$ cat src/rtl/flex_params_pkg.sv
// flex_params_pkg: counter-width definition shared by the timer and its counter
package flex_params_pkg;
   localparam int NUM_CNT_BITS = 4;
endpackage

$ cat src/rtl/flex_timer_pkg.sv
// flex_timer_pkg: state encoding and default tick-count width for flex_timer_ctrl
package flex_timer_pkg;
   localparam int TICK_W_DEF = 4;
   typedef enum logic [1:0] {IDLE, LOAD, RUN, DONE} state_e;
endpackage

$ cat src/rtl/flex_timer_ctrl.sv
// flex_timer_ctrl: runs an external flex_counter for num_ticks rollovers of period clocks each
//   CLK, n_rst        clock, asynchronous active-low reset
//   start, abort      run request (honoured in IDLE only), terminate current run
//   period            counter rollover value, latched in LOAD
//   num_ticks         rollovers per run, latched in LOAD
//   cnt_clear/enable  counter control, Moore decodes of the state
//   cnt_rollover_val  latched period fed to the counter
//   cnt_rollover_flag counter rollover indication
//   tick_strobe       one pulse per rollover while running
//   ticks_done        rollovers completed in the current or last run
//   busy, done        not-idle level, one-cycle completion pulse
module flex_timer_ctrl
   import flex_timer_pkg::*;
#(
   parameter int NUM_CNT_BITS = flex_params_pkg::NUM_CNT_BITS,
   parameter int TICK_W       = TICK_W_DEF
) (
   input  logic                    CLK,
   input  logic                    n_rst,
   input  logic                    start,
   input  logic                    abort,
   input  logic [NUM_CNT_BITS-1:0] period,
   input  logic [TICK_W-1:0]       num_ticks,
   output logic                    cnt_clear,
   output logic                    cnt_enable,
   output logic [NUM_CNT_BITS-1:0] cnt_rollover_val,
   input  logic                    cnt_rollover_flag,
   output logic                    tick_strobe,
   output logic [TICK_W-1:0]       ticks_done,
   output logic                    busy,
   output logic                    done
);
   state_e                  state_q, state_d;
   logic [NUM_CNT_BITS-1:0] rollover_q, rollover_d;
   logic [TICK_W-1:0]       ticks_q, ticks_d, ntick_q, ntick_d, ticks_inc;
   assign ticks_inc = ticks_q + 1'b1;
   always_ff @(posedge CLK or negedge n_rst)
      if (!n_rst) begin
         state_q    <= IDLE;
         rollover_q <= '0;
         ticks_q    <= '0;
         ntick_q    <= '0;
      end else begin
         state_q    <= state_d;
         rollover_q <= rollover_d;
         ticks_q    <= ticks_d;
         ntick_q    <= ntick_d;
      end
   always_comb begin
      state_d    = state_q;
      rollover_d = rollover_q;
      ticks_d    = ticks_q;
      ntick_d    = ntick_q;
      case (state_q)
         IDLE: state_d = (start && !abort) ? LOAD : IDLE;
         LOAD: begin
            rollover_d = period;
            ntick_d    = num_ticks;
            ticks_d    = '0;
            state_d    = abort ? IDLE : (period == '0 || num_ticks == '0) ? DONE : RUN;
         end
         RUN: begin
            // the rollover is counted even when abort wins the state decision
            ticks_d = cnt_rollover_flag ? ticks_inc : ticks_q;
            state_d = abort ? IDLE : (cnt_rollover_flag && ticks_inc == ntick_q) ? DONE : RUN;
         end
         DONE:    state_d = IDLE;
         default: state_d = IDLE;
      endcase
   end
   assign cnt_clear        = state_q == LOAD || state_q == DONE;
   assign cnt_enable       = state_q == RUN;
   assign busy             = state_q != IDLE;
   assign done             = state_q == DONE;
   assign tick_strobe      = state_q == RUN && cnt_rollover_flag;
   assign cnt_rollover_val = rollover_q;
   assign ticks_done       = ticks_q;
endmodule

$ cat config.mk
export PLATFORM = sky130hd
export DESIGN_NAME = flex_timer_ctrl
export DESIGN_NICKNAME = d
export VERILOG_FILES = /design/src/rtl/flex_params_pkg.sv /design/src/rtl/flex_timer_pkg.sv /design/src/rtl/flex_timer_ctrl.sv
export SDC_FILE = /design/constraint.sdc
export NUM_CORES = 1
export LEC_CHECK = 0
export ABC_AREA = 1
export CAP_MARGIN = 20
export CORE_UTILIZATION = 39
export DETAILED_ROUTE_END_ITERATION = 10
export GPL_TIMING_DRIVEN = 0
export HOLD_SLACK_MARGIN = 0.1
export PLACE_DENSITY = 0.73
export RECOVER_POWER = 100
export SYNTH_ARGS = -nofsm -noshare
export SYNTH_HDL_FRONTEND = slang
export SYNTH_SLANG_ARGS = --single-unit
$ cat constraint.sdc
create_clock -name CLK -period 1.17 [get_ports CLK]
set_input_delay 0.117 -clock CLK [delete_from_list [all_inputs] [get_ports CLK]]
set_output_delay 0.117 -clock CLK [all_outputs]
set_load 0.02 [all_outputs]
==> metrics.md <==
| Metric | Value |
|---|---|
| Gr usage total | `19.2%` |
| Area Growth Syn to Fin | `66.6%` |
| CP max FO | `5` |
| Max incr delay on CP | `470 ps` |
| Period minus WS final | `1280 ps` |
| Worst-path clk slew | `80 ps` |
| Reg2reg path depth | `8` |
| FF+latch count, synth | `14` |
| Status | `finished with violations` |
| CP most frequent cell | `nand2_1` |
| Slowest CP cell | `dfrtp_2` |
| Highest clock rate | `779 MHz` |
| Die Wd | `46.1 µm` |
| Final Hold Viols | `0` |
| Finished Cell Area | `0.00126 mm²` |
| Crit path DAT | `1500 ps` |
| FF-to-FF setup slack | `-110 ps` |
| RSZ-0062 raised after global routing | `yes` |
| Synth warn | `0` |
| Drt via density | `4.86` |
| Share of cells above drive strength 1 | `39.4%` |
| Total chip power | `1.59 mW` |
| Fin nets | `158` |
| Cell Chain, Critical Path | `buf_6, nor2_4, inv_4, nor3_1, nor2_1, nand2_1, nand2_1, nand2_1` |
| CTS tree | `done` |
| Initial drt markers | `19` |
| Synth cell types | `20` |
| Hold WS | `312 ps` |
| Drt total wl | `2.14 mm` |
| Startpoint types | `flip-flop` |
| Post-synth net total | `115` |
| Synthesized area per cell | `7.52 µm²` |
| Die Area | `0.00213 mm²` |
| Clk sinks | `14` |
| Clock Tree Buf Depth | `2` |
| Placed inst area | `0.00106 mm²` |
| Slew @ Worst Pin | `661 ps` |
| Slew HR | `55.8%` |
| WL/cell | `12.8 µm` |
| Boundary pin count | `26` |
| Critical R2R Launch | `state_q[1]` |
| Clock buffer count from CTS | `3` |
| H-Tree Depth | `1` |
| Total gr overflow | `0` |
| Max-cap violation count | `0` |
| Die height | `46.1 µm` |
| Area of the core | `0.00178 mm²` |
| Worst reg2reg path endpoint | `state_q[0]` |
| Cells after synthesis | `101` |
| Maximum VDD drop | `0.000988 V` |
| Largest net degree at the start of global routing | `15` |
| Remaining antenna violation count | `0` |
| Clk_skew | `1.72 ps` |
| Initial antenna violation count | `0` |
| DRC Markers | `0` |
| Vias in the first global route | `664` |
| Setup violations, final | `14` |
| Crit. End Element | `flip-flop` |
| Starting Density | `42.6%` |
| Buffers on Ports | `25` |
| CP required | `1390 ps` |
| Post-synthesis sequential area ratio | `46.1%` |
| Power Density | `1250 mW/mm²` |
| Worst skew pair latency | `270 ps` |
| Std cell rows | `15` |
| First-pass GRT wire length | `2.79 mm` |
| Number of inserted diodes | `0` |
| Violated checks | `setup timing` |
| Mapped Area | `759 µm²` |
| Period utilization | `110%` |
| Fin. max-slew vios | `0` |
| Placer congestion estimate | `0.806` |
| Worst min path class | `input pin to asynchronous set/reset pin` |
| Dpl hpwl | `1.31 mm` |
| TritonRoute pass-1 iters | `4` |
| Crit path kind | `flip-flop to flip-flop` |
| Root buffer cell | `clkbuf_4` |
| Leakage power | `0.636 nW` |
| Vias | `812` |
| Final worst slack | `-114 ps` |
[power by group]
part / leakage, nW / total, mW / internal, mW / switching, mW
logic: 0.447 / 0.665 / 0.318 / 0.346
clock network: 0.0138 / 0.265 / 0.119 / 0.146
registers: 0.175 / 0.657 / 0.579 / 0.0780
[Yosys cell counts]
cell / n / area share, %
nand2_1: 34 / 17
inv_1: 16 / 7.9
dfrtp_1: 14 / 46
o21ai_0: 8 / 5.3
nand3_1: 6 / 4.0
nor2_1: 5 / 2.5
nor3_1: 3 / 2.0
inv_2: 2 / 0.99
nand4_1: 2 / 1.6
buf_2: 1 / 0.66
clkbuf_1: 1 / 0.49
ha_1: 1 / 1.6
nand2_2: 1 / 0.82
nand3_2: 1 / 1.3
nand3b_1: 1 / 0.99
nor2_2: 1 / 0.82
nor2_4: 1 / 1.5
nor2_8: 1 / 2.6
o22ai_1: 1 / 0.82
xnor2_1: 1 / 1.2
[final cells by class]
| cell class | instances | area (µm²) |
|---|---|---|
| fillers | 139 | 518 |
| inverters | 18 | 70.1 |
| plain buffers | 2 | 15.0 |
| clock buffers | 3 | 22.5 |
| well taps | 25 | 31.3 |
| flip-flops and latches | 14 | 354 |
| repair buffers | 38 | 353 |
| multi-input cells | 67 | 419 |
[metal layers]
layer  GRT usage [%]  share of wire [%]  up-vias
met5               0                  0        -
met4            8.82               0.61        0
met3            3.92                3.5        2
met2            33.8                 54       20
met1            22.1                 42      393
li1                -                  -      397
[placed cells by master (no fill, tap or decap), types with 2 or more instances in the layout]
cell / synthesis / routed
nand2_1: 34 / 25
nor2_1: 5 / 4
dfrtp_1: 14 / 11
nand3_2: 1 / 2
clkbuf_1: 1 / 2
inv_1: 16 / 12
nor2_4: 1 / 2
buf_6: 0 / 12
dfrtp_2: 0 / 3
o21ai_2: 0 / 4
clkbuf_2: 0 / 2
nand2_4: 0 / 2
nand4_1: 2 / 2
buf_4: 0 / 6
clkbuf_4: 0 / 3
nand3_1: 6 / 5
dlygate4sd2_1: 0 / 4
inv_2: 2 / 5
o21ai_1: 0 / 2
nor3_1: 3 / 3
nand2_2: 1 / 8
clkdlybuf4s50_1: 0 / 11
o21ai_0: 8 / 2
[cell families after synthesis]
kind of cell    count (synthesis)  share of synthesized area, %
compound gates                  9                          6.10
xor+xnor                        1                          1.15
fa+ha+maj                       1                          1.65
buf+inv                        20                          10.0
flops                          14                          46.1
simple gates                   56                          34.9
[stage by stage]
step           util (%)  setup WS, ps  setup TNS, ps  cells
3_5_place_dp       59.6          -386          -1280    151
4_1_cts            63.3          -112           -244    160
2_1_floorplan         -         -85.7          -85.7    101
6_report           70.9          -114           -909    167
3_3_place_gp       59.6          -368           -997    151
5_1_grt            70.9          -189          -1460    167
[state kept, by name (all words and copies together) (netlist names)]
name              cells
ntick_q               4
ticks_done            4
state_q               2
cnt_rollover_val      4
[worst max path at each step]
| stage | start | endpoint | slack [ps] | depth (start not counted) |
|---|---|---|---|---|
| finish | state_q[1] | state_q[0] | -110 | 8 |
| global route | ticks_done[0] | state_q[0] | -190 | 8 |
| global placement | cnt_rollover_flag | tick_strobe | -370 | 4 |
| floorplan | ticks_done[0] | state_q[0] | -90 | 8 |
| detailed placement | cnt_rollover_flag | tick_strobe | -390 | 4 |
| CTS | ticks_done[0] | state_q[0] | -110 | 8 |
[timing repair]
action / CTS / global route
cloned: 0 / 1
endpoints found under the setup margin: 16 / 19
setup buffers: 6 / 7
hold buffers: 0 / 0
pin swaps: 3 / 5
gates resized for setup: 48 / 41
[critical path, delay by kind of cell, from the launching register on]
family                 cells  cell delay, ps
AND/OR/NAND/NOR            6             550
flip-flops                 1             470
buffers and inverters      2             210
Note: power is estimated with default switching activity, not from simulation.
